===== src/rtl/produto_acumulador.sv =====
// -----------------------------------------------------------------------------
// produto_acumulador
//
// Sits behind the combinational `produto` multiplier. It collects a frame of
// COUNT unsigned products and reduces them to one result. The reduction is a
// saturating sum (mode=0) or a running maximum (mode=1). The result is held
// until the consumer takes it.
//
// Ports:
//   clk        rising-edge clock
//   rst_n      asynchronous active-low reset
//   clear      synchronous frame abort; wins over accept and out_ready
//   in_valid   product sample valid
//   in_ready   stage can accept a sample (high in ACCUM)
//   in_prod    product value, unsigned, PROD_W bits
//   mode       0 = sum, 1 = max; latched on the first sample of a frame
//   out_valid  result available (high in HOLD)
//   out_ready  consumer accepts the result
//   out_data   frame result, unsigned, ACC_W bits
//   out_sat    the sum saturated during this frame; always 0 in max mode
// -----------------------------------------------------------------------------
module produto_acumulador #(
    parameter int PROD_W = 3,
    parameter int ACC_W  = 8,
    parameter int COUNT  = 4
) (
    input  logic              clk,
    input  logic              rst_n,
    input  logic              clear,
    input  logic              in_valid,
    output logic              in_ready,
    input  logic [PROD_W-1:0] in_prod,
    input  logic              mode,
    output logic              out_valid,
    input  logic              out_ready,
    output logic [ACC_W-1:0]  out_data,
    output logic              out_sat
);

    localparam int CNT_W = (COUNT > 2) ? $clog2(COUNT) : 1;

    typedef enum logic {
        ACCUM = 1'b0,
        HOLD  = 1'b1
    } state_t;

    state_t             state;
    logic [ACC_W-1:0]   acc;
    logic [CNT_W-1:0]   cnt;
    logic               sat;
    logic               mode_q;

    logic [ACC_W-1:0]   prod_ext;
    logic [ACC_W-1:0]   sum_clamped;
    logic               sum_ovf;
    logic               first;
    logic               mode_eff;
    logic               last;
    logic [ACC_W-1:0]   acc_nxt;
    logic               sat_nxt;

    // Adds at ACC_W+1 bits and clamps to all-ones on carry-out.
    // Returns {overflow, clamped_value}.
    function automatic logic [ACC_W:0] sat_add(input logic [ACC_W-1:0] a,
                                               input logic [ACC_W-1:0] b);
        logic [ACC_W:0] s;
        s = {1'b0, a} + {1'b0, b};
        if (s[ACC_W])
            return {1'b1, {ACC_W{1'b1}}};
        return s;
    endfunction

    function automatic logic [ACC_W-1:0] max_val(input logic [ACC_W-1:0] a,
                                                 input logic [ACC_W-1:0] b);
        return (b > a) ? b : a;
    endfunction

    assign in_ready  = (state == ACCUM);
    assign out_valid = (state == HOLD);

    always_comb begin
        prod_ext = ACC_W'(in_prod);
        first    = (cnt == '0);
        last     = (cnt == CNT_W'(COUNT - 1));
        // The first sample of a frame uses the live mode input, since mode_q
        // only captures it on that same edge.
        mode_eff = first ? mode : mode_q;
        {sum_ovf, sum_clamped} = sat_add(acc, prod_ext);
        acc_nxt  = sum_clamped;
        sat_nxt  = sat | sum_ovf;
        if (mode_eff) begin
            acc_nxt = first ? prod_ext : max_val(acc, prod_ext);
            sat_nxt = 1'b0;
        end
    end

    always_ff @(posedge clk or negedge rst_n) begin
        if (!rst_n) begin
            state    <= ACCUM;
            acc      <= '0;
            cnt      <= '0;
            sat      <= 1'b0;
            mode_q   <= 1'b0;
            out_data <= '0;
            out_sat  <= 1'b0;
        end else if (clear) begin
            // Abort: drop the partial frame or any pending result. out_data
            // is left alone; it is only meaningful while out_valid is high.
            state <= ACCUM;
            acc   <= '0;
            cnt   <= '0;
            sat   <= 1'b0;
        end else begin
            case (state)
                ACCUM: begin
                    if (in_valid) begin
                        if (first)
                            mode_q <= mode;
                        acc <= acc_nxt;
                        sat <= sat_nxt;
                        if (last) begin
                            // cnt parks at COUNT-1 while the result is held.
                            state    <= HOLD;
                            out_data <= acc_nxt;
                            out_sat  <= sat_nxt;
                        end else begin
                            cnt <= cnt + CNT_W'(1);
                        end
                    end
                end
                HOLD: begin
                    if (out_ready) begin
                        state <= ACCUM;
                        acc   <= '0;
                        cnt   <= '0;
                        sat   <= 1'b0;
                    end
                end
            endcase
        end
    end

endmodule


===== config.mk =====
export PLATFORM = sky130hd
export DESIGN_NAME = produto_acumulador
export DESIGN_NICKNAME = d
export VERILOG_FILES = /design/src/rtl/produto_acumulador.sv
export SDC_FILE = /design/constraint.sdc
export NUM_CORES = 1
export LEC_CHECK = 0
export CORE_MARGIN = 5
export CORE_UTILIZATION = 59
export DETAILED_ROUTE_END_ITERATION = 16
export PLACE_DENSITY = 0.84
export SLEW_MARGIN = 25
export SYNTH_ARGS = -nofsm -noshare
export SYNTH_HDL_FRONTEND = slang
export SYNTH_SLANG_ARGS = --single-unit

===== constraint.sdc =====
create_clock -name clk -period 3.43 [get_ports clk]
set_input_delay 0.8575 -clock clk [delete_from_list [all_inputs] [get_ports clk]]
set_output_delay 0.8575 -clock clk [all_outputs]
set_load 0.005 [all_outputs]

# ---- Word level (Yosys, flattened, before mapping)
# Cells that the tools add are included.
dict set report word_totals {
  reg_bits 22
  latchBits 0
  ramBits 0
  rom_bits 0
  input_bits 9
  output_inout_bits 11
  elab_cells 48
  n_memories 0
}
dict set report classes {
  add_sub_neg 2
  n_mul 0
  div 0
  n_lt_le_gt_ge 1
  eq_ne 4
  shifts 0
  n_mux 26
  n_bitwise 3
  reduce_logical 5
}
# operator n
set ops {}
lappend ops {{2-to-1 mux 8 bit} 6}
lappend ops {{2-to-1 mux 9 bit} 2}
lappend ops {{one-hot mux 8 bit (2 select lines)} 1}
lappend ops {{2-to-1 mux 1 bit} 10}
lappend ops {{adder 8 x 3 -> 9 bit} 1}
lappend ops {{inequality test 3 bit (second input constant)} 3}
lappend ops {{> comparator 3 x 8 -> 1 bit} 1}
lappend ops {{2-to-1 mux 2 bit} 4}
lappend ops {{AND reduction 3 bit} 2}
lappend ops {{one-hot mux 1 bit (2 select lines)} 2}
lappend ops {{one-hot mux 2 bit (2 select lines)} 1}
lappend ops {{AND reduction 4 bit} 1}
lappend ops {{adder 2 x 1 -> 2 bit (second input constant)} 1}
lappend ops {{== test 2 bit (second input constant)} 1}
lappend ops {{logical NOT 2 bit} 1}
lappend ops {{NOT 1 bit} 2}
lappend ops {{AND reduction 2 bit} 1}
lappend ops {{OR 1 bit} 1}

# ---- Longest topological paths before layout
dict set report logic_depth {
  depth_word 8
  ltp_mapped 8
  mapped_depth_nobuf 7
}

# ---- Worst setup path after synthesis
# Ideal clock, no wire load.
dict set report synth_path {
  path_kind {input -> register}
  from {input port in_prod[0]}
  to {register acc[2]}
  setup_time_ps 121
  arrival_time_ps 2344
  required_ps 3309
  path_slack_ps 965
  stages 7
  path_buffers 0
  path_cell_list {ha_1 -> fa_1 -> nor2b_1 -> o211a_1 -> nor3_2 -> nor2_1 -> a22o_1}
}
dict set report synth_between {
  elab_chain_len 7
  elab_cells_between_ends 10
  classes_between {add/sub (1); order compare (1); mux (8)}
}
# element line_no
set synth_rtl {}
lappend synth_rtl {{start, declared} 32} ;# input logic [PROD_W-1:0] in_prod,
lappend synth_rtl {{adder 8 x 3 -> 9 bit / > comparator 3 x 8 -> 1 bit (equally long branches)} {67, 75}}
lappend synth_rtl {{2-to-1 mux 1 bit / 2-to-1 mux 8 bit (equally long branches)} {68, 75}}
lappend synth_rtl {{2-to-1 mux 9 bit / 2-to-1 mux 8 bit (equally long branches)} {70, 92}}
lappend synth_rtl {{2-to-1 mux 8 bit *} 91} ;# if (mode_eff) begin
lappend synth_rtl {{2-to-1 mux 8 bit *} 116} ;# if (in_valid) begin
lappend synth_rtl {{one-hot mux 8 bit (2 select lines) *} 114} ;# case (state)
lappend synth_rtl {{2-to-1 mux 8 bit *} 106} ;# end else if (clear) begin
lappend synth_rtl {{end signal, assigned} 119} ;# acc <= acc_nxt;
lappend synth_rtl {{end, declared} 48} ;# logic [ACC_W-1:0] acc;
# Every way passes the cells marked *; elsewhere a longest branch is shown, timed or not. The select of a mux whose other input is x is not followed.
# A chain may end at the register's enable or synchronous reset.

# ---- Final worst setup path
dict set report layout_path {
  from {input port in_prod[0]}
  to {register acc[0]}
}
# The elaborated chain is that of the path after synthesis.

==> impl.org <==
** STA
- Headroom to the max-slew limit came out at 67.2%.
- Number of failing setup endpoints in the final timing report :: 0
- The worst path needs 2.78 ns of the cycle, external delays included.
- Unrepaired setup endpoints after global routing :: false
- The final count of hold timing violations is 0.
- Transition time at the pin with the least slew margin :: 0.492 ns
- Count of final max-slew check failures :: 0
- Timing-limited maximum frequency :: 359 MHz
- Portion of the clock cycle consumed by the worst path in the final layout :: 81.2%
- Worst Skew :: 0.00506 ns
- Summed over all failing endpoints, the final setup total negative slack is 0 ns.

** Global route
- Global routing met2 resource utilization :: 38.8%
- Number of antenna violations at the first check in global routing :: 0
- Via count of the first global-routing pass :: 1424
- Global-route usage over all layers :: 22.8%
- Grt ovf :: 0
- Pin count of the biggest net entering global routing :: 23
- For this run, global-route usage on met3 was measured as 2.73%.
- First-pass GRT wire length :: 6330 um
- met2 is the most crowded layer.
- Fraction of met1 tracks used by global routing :: 27.9%

** CTS
- The tree built by TritonCTS fans out to 22 sinks.
- In this run, post-CTS repair resized a total of 0 instances.
- Buffers inserted during clock tree synthesis total 3.
- In this run, post-CTS hold repair placed 0 buffers.
- Counting along the longest clock path gives a buffer depth of 2.
- H-Tree Level Count :: 1
- Number of buffers inserted by post-CTS setup repair :: 0
- TritonCTS clock tree :: yes
- Clock latency on the worst-skew pair, taken at its later pin, is 0.31 ns.
- After clock tree synthesis, the clock-pin slew on the worst setup and hold paths is 0.13 ns.
- The cell sitting at the root of the clock tree is a sky130_fd_sc_hd__clkbuf_4.

** Run status
- Status :: complete, no violations

** Power and ir drop
- Power spread over the standard cell area amounts to 500 nW/um2.
- Maximum vdd ir drop :: 347 uV
- Lkg Pwr :: 0.789 nW

** Synthesis
- Number of instances in the synthesized netlist :: 167
- In this run the cell area of the synthesized design comes to 1540 um2.
- In the post-synthesis netlist, the biggest area contributors are sky130_fd_sc_hd__dfrtp_1, sky130_fd_sc_hd__ha_1, sky130_fd_sc_hd__nand2_1.
- In this run, synthesis inferred 0 flip-flops with an integrated enable.
- Biggest area consumer among synthesized cells :: sky130_fd_sc_hd__dfrtp_1
- The most used flip-flop cell after synthesis is sky130_fd_sc_hd__dfrtp_1.
- After synthesis, the mean cell area works out to 9.20 um2.
- Most common cell in the netlist :: sky130_fd_sc_hd__dfrtp_1
- Top cell types by occurrence after synthesis :: sky130_fd_sc_hd__dfrtp_1, sky130_fd_sc_hd__nand2_1, sky130_fd_sc_hd__inv_1, sky130_fd_sc_hd__nor2_1, sky130_fd_sc_hd__o21ai_0
- In this run, distinct cell masters in the synthesized netlist total 52.
- During synthesis, Yosys emitted a total of 0 warnings.
- The share of the Yosys chip area taken by registers is 35.8%.
- For this run, asynchronously set or reset flops after synthesis account for 100%.
- Top-area cell type share of the netlist area :: 35.8%
- Register bit total from synthesis :: 22
- The number of nets handed over by synthesis was 185.

** Route
- The detail route stage leaves a number of antenna-violating nets equal to 0.
- For this block, the via count after detailed routing is 1387.
- Number of iterations in the first detailed-routing pass :: 4
- The routed design has 3840 um of wire.
- For this run, design rule violations remaining after detail routing come to 0.
- Routed via count divided by cell count :: 6.45
- Final routed wire length divided by cell count :: 17.9 um
- In this run, the number of DRC markers left after iteration 0 of detailed routing was 72.

** Placed design
- Post-DP HPWL :: 2890 um
- Input and output buffers added on the ports amount to 19.
- Placer congestion estimate :: 0.986

** Critical path
- The startpoint identified for the worst register-to-register timing path is acc[0].
- CP required :: 3.63 ns
- The worst setup path is of the in -> reg kind.
- Along the worst path, the maximum fanout reaches 4.
- Launch point of the critical path :: in_prod[0]
- STA puts the critical path data arrival time at 2.99 ns.
- FF-to-FF path depth :: 7
- Startpoint class of the critical path :: primary input
- Category of the worst setup path capture point :: flop

** Run
- The tool flagged a number of max-cap violations equal to 0.

** Die
- The die covers 3720 um2.
- Area of the placeable core :: 2480 um2
- Once the floorplan was initialized, standard cells occupied 62.0% of the core.
- Die Wd :: 61.0 um
- Number of rows created at floorplan :: 18
- Top-Level Pins :: 20
- The floorplan step set the die height to 61.0 um.

** Finish
- Net total in the final layout :: 204
- Compared with the post-synthesis result, the final layout area differs by 15.7%.
- 0 antenna diodes ended up in the layout.
- Share of final-layout standard cells stronger than drive strength 1 :: 10.8%
- Util after Layout :: 71.8%

** Hold path
- In this run the worst hold path is classified as in -> async.
[registers in the layout, indices dropped and copies added (netlist names)]
name / count
acc: 8
mode_q: 1
out_valid: 1
cnt: 2
out_sat: 1
sat: 1
out_data: 8
[power breakdown]
group          switching, mW  internal (mW)
clock                 0.0814         0.0649
combinational          0.217          0.183
sequential            0.0397          0.303
[metrics by stage]
step           hold WS [ns]  power [mW]  instances  setup WS (ns)  area [um2]
2_1_floorplan         0.469       0.596        167          0.965        1540
3_3_place_gp          0.467       0.728        211          0.364        1750
3_5_place_dp          0.472       0.743        211          0.287        1750
4_1_cts               0.500       0.894        215          0.650        1780
5_1_grt               0.527       0.946        215          0.556        1780
6_report              0.483       0.888        215          0.645        1780
[layout make-up]
| type | instances | area (um2) |
|---|---|---|
| multi-input combinational | 127 | 905 |
| fill | 205 | 699 |
| sequential | 22 | 551 |
| timing repair buffer | 23 | 215 |
| tap | 30 | 37.5 |
| clock buffer | 4 | 36.3 |
| inverter | 9 | 33.8 |
[critical path: stages]
cell                              delay, ns
sky130_fd_sc_hd__clkdlybuf4s50_1       0.46
sky130_fd_sc_hd__ha_1                  0.24
sky130_fd_sc_hd__fa_1                  0.39
sky130_fd_sc_hd__nor2b_1               0.19
sky130_fd_sc_hd__o211ai_1              0.31
sky130_fd_sc_hd__and3_1                0.28
sky130_fd_sc_hd__o21ba_1               0.17
sky130_fd_sc_hd__o32ai_2               0.08
[cell families (layout without fill, tap and decap cells)]
group	count (synthesis)	after routing	share of synthesized area [%]
AO/OA/AOI/OAI	60	60	29.2
adder cells (fa/ha/maj)	9	9	7.82
multiplexers	1	1	0.651
AND/OR/NAND/NOR	55	55	20.0
flip-flops	22	22	35.8
XOR/XNOR	2	2	1.14
buffers and inverters	18	36	5.29
[metal layers]
layer,up-vias,part of all wire (%)
met2,59,50
met4,0,2.8
li1,647,-
met5,-,0
met1,670,41
met3,11,6.2
[cells in the final DEF (no fill, tap or decap), types with 2 or more instances in the layout]
cell	Yosys	final
sky130_fd_sc_hd__dfrtp_1	22	22
sky130_fd_sc_hd__clkdlybuf4s50_1	0	18
sky130_fd_sc_hd__nand2_1	17	17
sky130_fd_sc_hd__inv_1	9	9
sky130_fd_sc_hd__o21ai_0	9	9
sky130_fd_sc_hd__nor2_1	9	9
sky130_fd_sc_hd__ha_1	8	8
sky130_fd_sc_hd__a21oi_1	7	7
sky130_fd_sc_hd__o31ai_1	6	6
sky130_fd_sc_hd__o211ai_1	5	5
sky130_fd_sc_hd__o21ai_1	5	5
sky130_fd_sc_hd__nor2b_1	4	4
sky130_fd_sc_hd__nand3_1	4	4
sky130_fd_sc_hd__and3_1	4	4
sky130_fd_sc_hd__buf_4	0	4
sky130_fd_sc_hd__nand2b_1	3	3
sky130_fd_sc_hd__o21bai_1	3	3
sky130_fd_sc_hd__a221oi_1	3	3
sky130_fd_sc_hd__clkbuf_4	0	3
sky130_fd_sc_hd__o21ba_2	2	2
sky130_fd_sc_hd__o31a_1	2	2
sky130_fd_sc_hd__nor3_1	2	2
sky130_fd_sc_hd__nor2_2	2	2
sky130_fd_sc_hd__a22oi_1	2	2
sky130_fd_sc_hd__a21o_1	2	2
sky130_fd_sc_hd__a221o_1	2	2
[final timing paths]
| check | end | slack, ns |
|---|---|---|
| max | acc[0] | 0.65 |
| min reg2reg | out_data[1] | 0.50 |
| min in group clk | out_data[1] | 0.50 |
| max reg2reg | acc[0] | 1.23 |
| min | out_data[1] | 0.48 |
| max in group asynchronous | mode_q | 2.61 |
Power figures use the tool's default switching activity.
